`config.mk`:
```
export PLATFORM = sky130hd
export DESIGN_NAME = ex_wb_stage
export DESIGN_NICKNAME = d
export VERILOG_FILES = /design/src/rtl/ex_wb_stage.sv
export SDC_FILE = /design/constraint.sdc
export NUM_CORES = 1
export LEC_CHECK = 0
export ABC_AREA = 1
export BUFFER_PORTS_ARGS = -buffer_cell sky130_fd_sc_hd__buf_4
export CAP_MARGIN = 10
export CORE_ASPECT_RATIO = 0.5
export CORE_MARGIN = 2
export CORE_UTILIZATION = 45
export CTS_BUF_LIST = sky130_fd_sc_hd__clkbuf_8
export CTS_CLUSTER_SIZE = 25
export DETAILED_ROUTE_END_ITERATION = 7
export SLEW_MARGIN = 20
export SYNTH_ARGS = -nofsm -noshare
export SYNTH_HDL_FRONTEND = slang
export SYNTH_SLANG_ARGS = --single-unit
```
`constraint.sdc`:
```
create_clock -name Clk -period 4 [get_ports Clk]
set_clock_uncertainty 0.2 [all_clocks]
set_input_delay 0.2 -clock Clk [delete_from_list [all_inputs] [get_ports Clk]]
set_output_delay 0.2 -clock Clk [all_outputs]
set_load 0.1 [all_outputs]
```
`src/rtl/ex_wb_stage.sv`:
```
// Execute + write-back stage: captures RF operands (with EX/WB forwarding),
// runs a single-cycle ALU op or a DW-cycle shift-add multiply, and drives
// the register-file write port together with Zero/Carry flags.
module ex_wb_stage #(
  parameter int unsigned DW = 8,
  parameter int unsigned AW = 3
) (
  input  logic          Clk,
  input  logic          Rst,
  input  logic          Valid_in,
  output logic          Ready,
  input  logic [2:0]    Opcode,
  input  logic [AW-1:0] Raddr_a,
  input  logic [AW-1:0] Raddr_b,
  input  logic [DW-1:0] Rf_a,
  input  logic [DW-1:0] Rf_b,
  input  logic [DW-1:0] Imm,
  input  logic          Use_imm,
  input  logic [AW-1:0] Dest,
  output logic          We,
  output logic [AW-1:0] Waddr,
  output logic [DW-1:0] Wdata,
  output logic          Zero,
  output logic          Carry
);

  localparam int unsigned CW = (DW > 1) ? $clog2(DW) : 1;

  localparam logic [2:0] OP_ADD = 3'b000;
  localparam logic [2:0] OP_SUB = 3'b001;
  localparam logic [2:0] OP_AND = 3'b010;
  localparam logic [2:0] OP_OR  = 3'b011;
  localparam logic [2:0] OP_XOR = 3'b100;
  localparam logic [2:0] OP_SHL = 3'b101;
  localparam logic [2:0] OP_MOV = 3'b110;
  localparam logic [2:0] OP_MUL = 3'b111;

  typedef enum logic {
    S_IDLE = 1'b0,
    S_MUL  = 1'b1
  } state_t;

  state_t        state;
  state_t        state_nxt;
  logic [CW-1:0] cnt;
  logic [CW-1:0] cnt_nxt;
  logic          mul_done_c;

  logic          ex_valid;
  logic [2:0]    ex_op;
  logic [DW-1:0] ex_a;
  logic [DW-1:0] ex_b;
  logic [AW-1:0] ex_dest;

  logic [DW-1:0] mul_acc;
  logic [DW-1:0] mul_mcand;
  logic [DW-1:0] mul_mplier;
  logic [DW-1:0] mul_sum_c;

  logic [DW:0]   sum_c;
  logic [DW-1:0] alu_res_c;
  logic          alu_carry_c;

  logic [DW-1:0] op_a_c;
  logic [DW-1:0] op_b_c;
  logic          accept_c;

  assign accept_c = Valid_in & Ready;

  // Single-cycle ALU on the EX register contents
  always_comb begin
    sum_c       = '0;
    alu_res_c   = '0;
    alu_carry_c = 1'b0;
    case (ex_op)
      OP_ADD: begin
        sum_c       = {1'b0, ex_a} + {1'b0, ex_b};
        alu_res_c   = sum_c[DW-1:0];
        alu_carry_c = sum_c[DW];
      end
      OP_SUB: begin
        sum_c       = {1'b0, ex_a} - {1'b0, ex_b};
        alu_res_c   = sum_c[DW-1:0];
        alu_carry_c = sum_c[DW];
      end
      OP_AND:  alu_res_c = ex_a & ex_b;
      OP_OR:   alu_res_c = ex_a | ex_b;
      OP_XOR:  alu_res_c = ex_a ^ ex_b;
      OP_SHL:  alu_res_c = ex_a << ex_b[2:0];
      OP_MOV:  alu_res_c = ex_b;
      default: alu_res_c = '0;
    endcase
  end

  // Operand select: EX result beats WB data beats RF read; immediate bypasses B
  always_comb begin
    op_a_c = Rf_a;
    if (We && (Waddr == Raddr_a)) op_a_c = Wdata;
    if (ex_valid && (ex_dest == Raddr_a)) op_a_c = alu_res_c;
    op_b_c = Rf_b;
    if (We && (Waddr == Raddr_b)) op_b_c = Wdata;
    if (ex_valid && (ex_dest == Raddr_b)) op_b_c = alu_res_c;
    if (Use_imm) op_b_c = Imm;
  end

  // One shift-add step: add multiplicand when current multiplier bit is set
  always_comb begin
    mul_sum_c = mul_acc;
    if (mul_mplier[0]) mul_sum_c = mul_acc + mul_mcand;
  end

  // Multiply FSM next-state and bit counter
  always_comb begin
    state_nxt  = state;
    cnt_nxt    = cnt;
    mul_done_c = 1'b0;
    case (state)
      S_IDLE: begin
        if (accept_c && (Opcode == OP_MUL)) begin
          state_nxt = S_MUL;
          cnt_nxt   = '0;
        end
      end
      S_MUL: begin
        if (cnt == CW'(DW - 1)) begin
          mul_done_c = 1'b1;
          state_nxt  = S_IDLE;
          cnt_nxt    = '0;
        end else begin
          cnt_nxt = cnt + CW'(1);
        end
      end
      default: state_nxt = S_IDLE;
    endcase
  end

  // FSM state, counter and registered Ready
  always_ff @(posedge Clk) begin
    if (Rst) begin
      state <= S_IDLE;
      cnt   <= '0;
      Ready <= 1'b1;
    end else begin
      state <= state_nxt;
      cnt   <= cnt_nxt;
      Ready <= (state_nxt == S_IDLE);
    end
  end

  // EX register; a MUL keeps its destination here but never marks EX valid
  always_ff @(posedge Clk) begin
    if (Rst) begin
      ex_valid <= 1'b0;
      ex_op    <= OP_ADD;
      ex_a     <= '0;
      ex_b     <= '0;
      ex_dest  <= '0;
    end else begin
      ex_valid <= accept_c && (Opcode != OP_MUL);
      if (accept_c) begin
        ex_op   <= Opcode;
        ex_a    <= op_a_c;
        ex_b    <= op_b_c;
        ex_dest <= Dest;
      end
    end
  end

  // Multiplier datapath: accumulator, shifting multiplicand and multiplier
  always_ff @(posedge Clk) begin
    if (Rst) begin
      mul_acc    <= '0;
      mul_mcand  <= '0;
      mul_mplier <= '0;
    end else if (accept_c && (Opcode == OP_MUL)) begin
      mul_acc    <= '0;
      mul_mcand  <= op_a_c;
      mul_mplier <= op_b_c;
    end else if (state == S_MUL) begin
      mul_acc    <= mul_sum_c;
      mul_mcand  <= mul_mcand << 1;
      mul_mplier <= mul_mplier >> 1;
    end
  end

  // WB register and flags; flags only move on a writing edge
  always_ff @(posedge Clk) begin
    if (Rst) begin
      We    <= 1'b0;
      Waddr <= '0;
      Wdata <= '0;
      Zero  <= 1'b0;
      Carry <= 1'b0;
    end else if (ex_valid) begin
      We    <= 1'b1;
      Waddr <= ex_dest;
      Wdata <= alu_res_c;
      Zero  <= (alu_res_c == '0);
      Carry <= alu_carry_c;
    end else if (mul_done_c) begin
      We    <= 1'b1;
      Waddr <= ex_dest;
      Wdata <= mul_sum_c;
      Zero  <= (mul_sum_c == '0);
      Carry <= 1'b0;
    end else begin
      We <= 1'b0;
    end
  end

endmodule

```
# Word-level counts from Yosys, hierarchy flattened

Index checks and enable logic that the tools add are counted.

Register bits after elaboration: 66
Bits of input ports: 40
Output and inout bits: 15
Logic and storage cells: 83

Add/sub/neg operators: 4
Equality and inequality tests: 14
Shift-type cells: 1
Muxes and demuxes: 30
Bitwise operators: 6
Reductions and logical operators: 12

Operator list:

| operator                                                        | number |
|---|---|
| 8-bit two-way mux                                               | 12 |
| 8-bit case mux with 7 select lines                              | 1 |
| 8-bit logical NOT                                               | 2 |
| 3-bit == test, second input constant                            | 5 |
| 3-bit == test                                                   | 4 |
| 3-bit two-way mux                                               | 4 |
| 1-bit two-way mux                                               | 10 |
| 8-bit by 8-bit adder with 9-bit output                          | 1 |
| 8-bit by 8-bit subtractor with 9-bit output                     | 1 |
| 8-bit adder                                                     | 1 |
| 8-bit bitwise AND                                               | 1 |
| 8-bit OR                                                        | 1 |
| 8-bit by 3-bit << shifter with 8-bit output                     | 1 |
| 8-bit bitwise XOR                                               | 1 |
| 3-bit by 2-bit == test with 1-bit output, second input constant | 2 |
| 1-bit logical AND                                               | 6 |
| 3-bit case mux with 2 select lines                              | 1 |
| 1-bit case mux with 2 select lines                              | 2 |
| 2-bit nonzero test                                              | 2 |
| 3-bit by 1-bit adder with 3-bit output, second input constant   | 1 |
| 3-bit by 1-bit == test with 1-bit output, second input constant | 1 |
| 3-bit logical NOT                                               | 1 |
| 3-bit inequality test, second input constant                    | 1 |
| 2-bit inequality test, second input constant                    | 1 |
| other kinds (3)                                                 | 4 |

# Longest topological paths before layout

Depth in word-level cells: 6
Mapped depth: 17
Mapped depth without buffers: 17

# Worst setup path before layout

OpenSTA, ideal clock, no wires.

Path type: register to register
From: register Waddr[0]
To: register ex_b[2]
Setup time: 0.115 ns
Arrival time: 2.210 ns
Data required time: 3.685 ns
Slack: 1.475 ns
Stages on the path, launching flop included: 12
Buffers on the path: 1
Period minus slack after synthesis: 2.525 ns
Cells stage by stage: dfxtp_1 > inv_1 > nand2_1 > nor3b_2 > nand2_1 > buf_2 > nand2_1 > o21ai_0 > o21ai_0 > o21ai_1 > o21ai_0 > inv_1

Longest elaborated chain between the ends: 5

RTL lines:

| item                   | RTL line | RTL |
|---|---|---|
| from (decl)            | 21       | `output logic [AW-1:0] Waddr,` |
| from (signal assigned) | 196      | `Waddr <= ex_dest;` |
| from (signal assigned) | 202      | `Waddr <= ex_dest;` |
| 3-bit == test          | 101      | `if (We && (Waddr == Raddr_b)) op_b_c = Wdata;` |
| 1-bit logical AND      | 101      |  |
| 8-bit two-way mux      | 101      |  |
| 8-bit two-way mux      | 102      | `if (ex_valid && (ex_dest == Raddr_b)) op_b_c = alu_res_c;` |
| 8-bit two-way mux      | 103      | `if (Use_imm) op_b_c = Imm;` |
| to (signal assigned)   | 163      | `ex_b <= op_b_c;` |
| to (decl)              | 52       | `logic [DW-1:0] ex_b;` |

No other way between the ends.
A chain may end at the register's enable or synchronous reset.

# Worst setup path in the final report

From: register ex_b[1]
To: register mul_mcand[3]

Longest elaborated chain between the ends: 4
Elaborated cells between the ends (all ways): 6
Classes of those cells: 2 x add/sub; 1 x shift; 3 x mux

RTL lines:

| item                                                                | RTL line | RTL |
|---|---|---|
| 8-bit by 8-bit subtractor with 9-bit output (tied with other cells) | 82       | `sum_c = {1'b0, ex_a} - {1'b0, ex_b};` |
| 8-bit case mux with 7 select lines *                                | 75       | `case (ex_op)` |
| 8-bit two-way mux *                                                 | 99       | `if (ex_valid && (ex_dest == Raddr_a)) op_a_c = alu_res_c;` |
| 8-bit two-way mux *                                                 | 175      | `end else if (accept_c && (Opcode == OP_MUL)) begin` |
| to (signal assigned)                                                | 177      | `mul_mcand <= op_a_c;` |
| to (signal assigned)                                                | 181      | `mul_mcand <= mul_mcand << 1;` |
| to (decl)                                                           | 56       | `logic [DW-1:0] mul_mcand;` |

Mark *: on every way between the ends. The rest lies on a longest branch, timed or not.

==> metrics <==
register area share after synthesis=26.1%; met2 usage=43.7%; clk buf depth=2; CTS H-tree depth=3; total grt overflow=0; critical path arrival=3010 ps; CTS Buf Count=9; IO Port Bufs=54; Yosys cell types=41; Clock Latency Late Sink=360 ps; Detail Route Antenna Nets=0; Achievable Freq=337 MHz; chip height=78.9 µm; worst min-delay path category=primary input to flop; CP startpoint kind=flop; ys async rst share=0%; fin crit share=74.3%; met1 usage=41.6%; cts hold-fix bufs=7; Yosys top cell by area=dfxtp_1; gpl congestion=0.898; DRC viols=0; Final Critical Period=2970 ps; Starting Density=46.0%; # IOs=55; static leakage=2.89 nW; drt total wl=16200 µm; die area=0.0121 mm²; ratio of cells with drive above 1 in the final layout=10.2%; antenna violations before repair=0; RSZ-0062 raised after global routing=no; status=finished clean; largest net degree at the start of global routing=38; Post-synth top cells=nand2_1 (221), inv_1 (111), o21ai_0 (77), nand3_1 (73), dfxtp_1 (66); Least-Margin Pin Slew=807 ps; Synth top area share=26.1%; number of max-slew violations in the final report=0; Most used DFF post-synth=dfxtp_1; WL/cell=15.9 µm; TritonCTS clock tree=done; die width=154 µm; power density over cell area=322 mW/mm²; drt via density=5.35; via count=5448; dpl cell area=0.00554 mm²; first-pass GRT wire length=26700 µm; Avg Cell Area, Syn=6.16 µm²; max_cap viols=0; Tot GR Track Use=28.1%; final hold violation count=0; First DRT Iteration DRCs=415; met3 Use GR=4.31%; GRT Max-Usage Layer=met2; Post-CTS Setup Bufs=0; Worst EP required=4040 ps; Finished Cell Area=0.00581 mm²; sinks on the clock net=66; Yosys warnings=0; Synth Register Bits=66; Peak VDD IR=206 µV; normalized max-slew margin=45.9%; setup TNS=0 ps; Gates resized, CTS repair=0; half-perimeter wire length after placement=12600 µm; Rows=27; vias in the first global route=5085; CP max FO=12; clk root buf=clkbuf_8; Mapped Cells=821; FF-to-FF setup slack=1030 ps; count of final setup violators=0; ant diodes=0; Post-Syn Nets=898; P&R area growth vs syn=15.1%; Core Region=0.0110 mm²; Clock transition at path regs=70 ps; EDFF count, synth=0; endpoint type of the worst setup path=flop; critical path class=flop to flop; Final #Nets=945; synthesized area=0.00505 mm²; drt first pass iters=5; count leader, synth=nand2_1; Area contributors post-synth=dfxtp_1 (26%), nand2_1 (16%), ha_1 (8.4%)
## layer usage
| layer | share of wire (%) | up-vias |
|---|---|---|
| met4 | 0.63 | 0 |
| met3 | 6.0 | 11 |
| met2 | 42 | 165 |
| li1 | - | 2773 |
| met1 | 51 | 2499 |
| met5 | 0 | - |
## through the flow
step | utilization [%] | power (W) | setup WS [ps] | instances | hold WS [ps]
final | 53.0 | 0.00187 | 1030 | 1018 | 32.5
after global routing | 53.0 | 0.00198 | 660 | 1018 | 35.3
after CTS | 52.9 | 0.00187 | 1070 | 1018 | 20.6
after detailed placement | 50.5 | 0.00129 | 1090 | 995 | 252
after global placement | 50.5 | 0.00129 | 1010 | 995 | 252
after floorplan | - | 0.00113 | 1470 | 821 | 176
## report_power, final
part / switching [W] / leakage, nW / internal, W / total, W
sequential: 0.0000518 / 0.540 / 0.000694 / 0.000746
combinational: 0.000367 / 2.25 / 0.000175 / 0.000542
clock: 0.000276 / 0.103 / 0.000306 / 0.000582
total: 0.000695 / 2.89 / 0.00118 / 0.00187
## critical path, stage by stage, from the launching register on
cell      delay (ps)
dfxtp_1          600
inv_1            320
ha_1             400
nor2_1           140
nand2_1           80
nand2_1          130
nand2_1           70
nand3_1           60
nand3_1           90
nor2_1           290
inv_1            120
o211ai_1         260
a21oi_1          100
## flip-flops by register name (all words and copies together), names as in the netlist
register    count
ex_b            8
Ready           1
Carry           1
ex_op           3
ex_a            8
mul_mcand       8
ex_dest         3
cnt             3
Zero            1
Waddr           3
state           1
mul_acc         8
mul_mplier      8
ex_valid        1
We              1
Wdata           8
## kinds of logic after synthesis
logic type	synth area share, %
muxes	0.594
DFF	26.1
and+or+nand+nor	32.1
adders and majority gates	9.61
xor gates and xnor gates	0.867
AOI/OAI and AO/OA	19.2
buffers and inverters	11.4
## placed cells by master (no fill, tap or decap), types with 3 or more instances in the layout
| cell | count |
|---|---|
| nand4_1 | 12 |
| inv_2 | 3 |
| a31oi_1 | 4 |
| nand2_1 | 221 |
| nor3_1 | 5 |
| nor2_1 | 57 |
| o31ai_1 | 4 |
| clkbuf_8 | 10 |
| nand3_1 | 73 |
| buf_4 | 59 |
| nor2_2 | 4 |
| fa_1 | 3 |
| dfxtp_1 | 66 |
| o21ai_1 | 6 |
| inv_1 | 111 |
| mux2i_1 | 3 |
| or2_2 | 4 |
| dlygate4sd3_1 | 7 |
| o22ai_1 | 4 |
| ha_1 | 34 |
| o211ai_1 | 14 |
| o21ai_0 | 77 |
| a21oi_1 | 61 |
| clkinv_1 | 3 |
| xor2_1 | 3 |
## layout make-up
cell class              instances  area [µm²]
clock buffers                  10         138
repair buffers                 66         513
multi-input cells             608        3160
fillers                      1141        5160
well taps                     145         181
flip-flops and latches         66        1320
inverters                     117         439
clock inverters                 6        65.1
## worst paths after layout
| check | startpoint | to | cells after the start |
|---|---|---|---|
| worst max-delay path | ex_b[1] | mul_mcand[3] | 12 |
| worst max register to register | ex_b[1] | mul_mcand[3] | 12 |
| worst min-delay path | Imm[3] | ex_b[3] | 5 |
| worst min register to register | cnt[0] | cnt[0] | 1 |
Power figures use the tool's default switching activity.
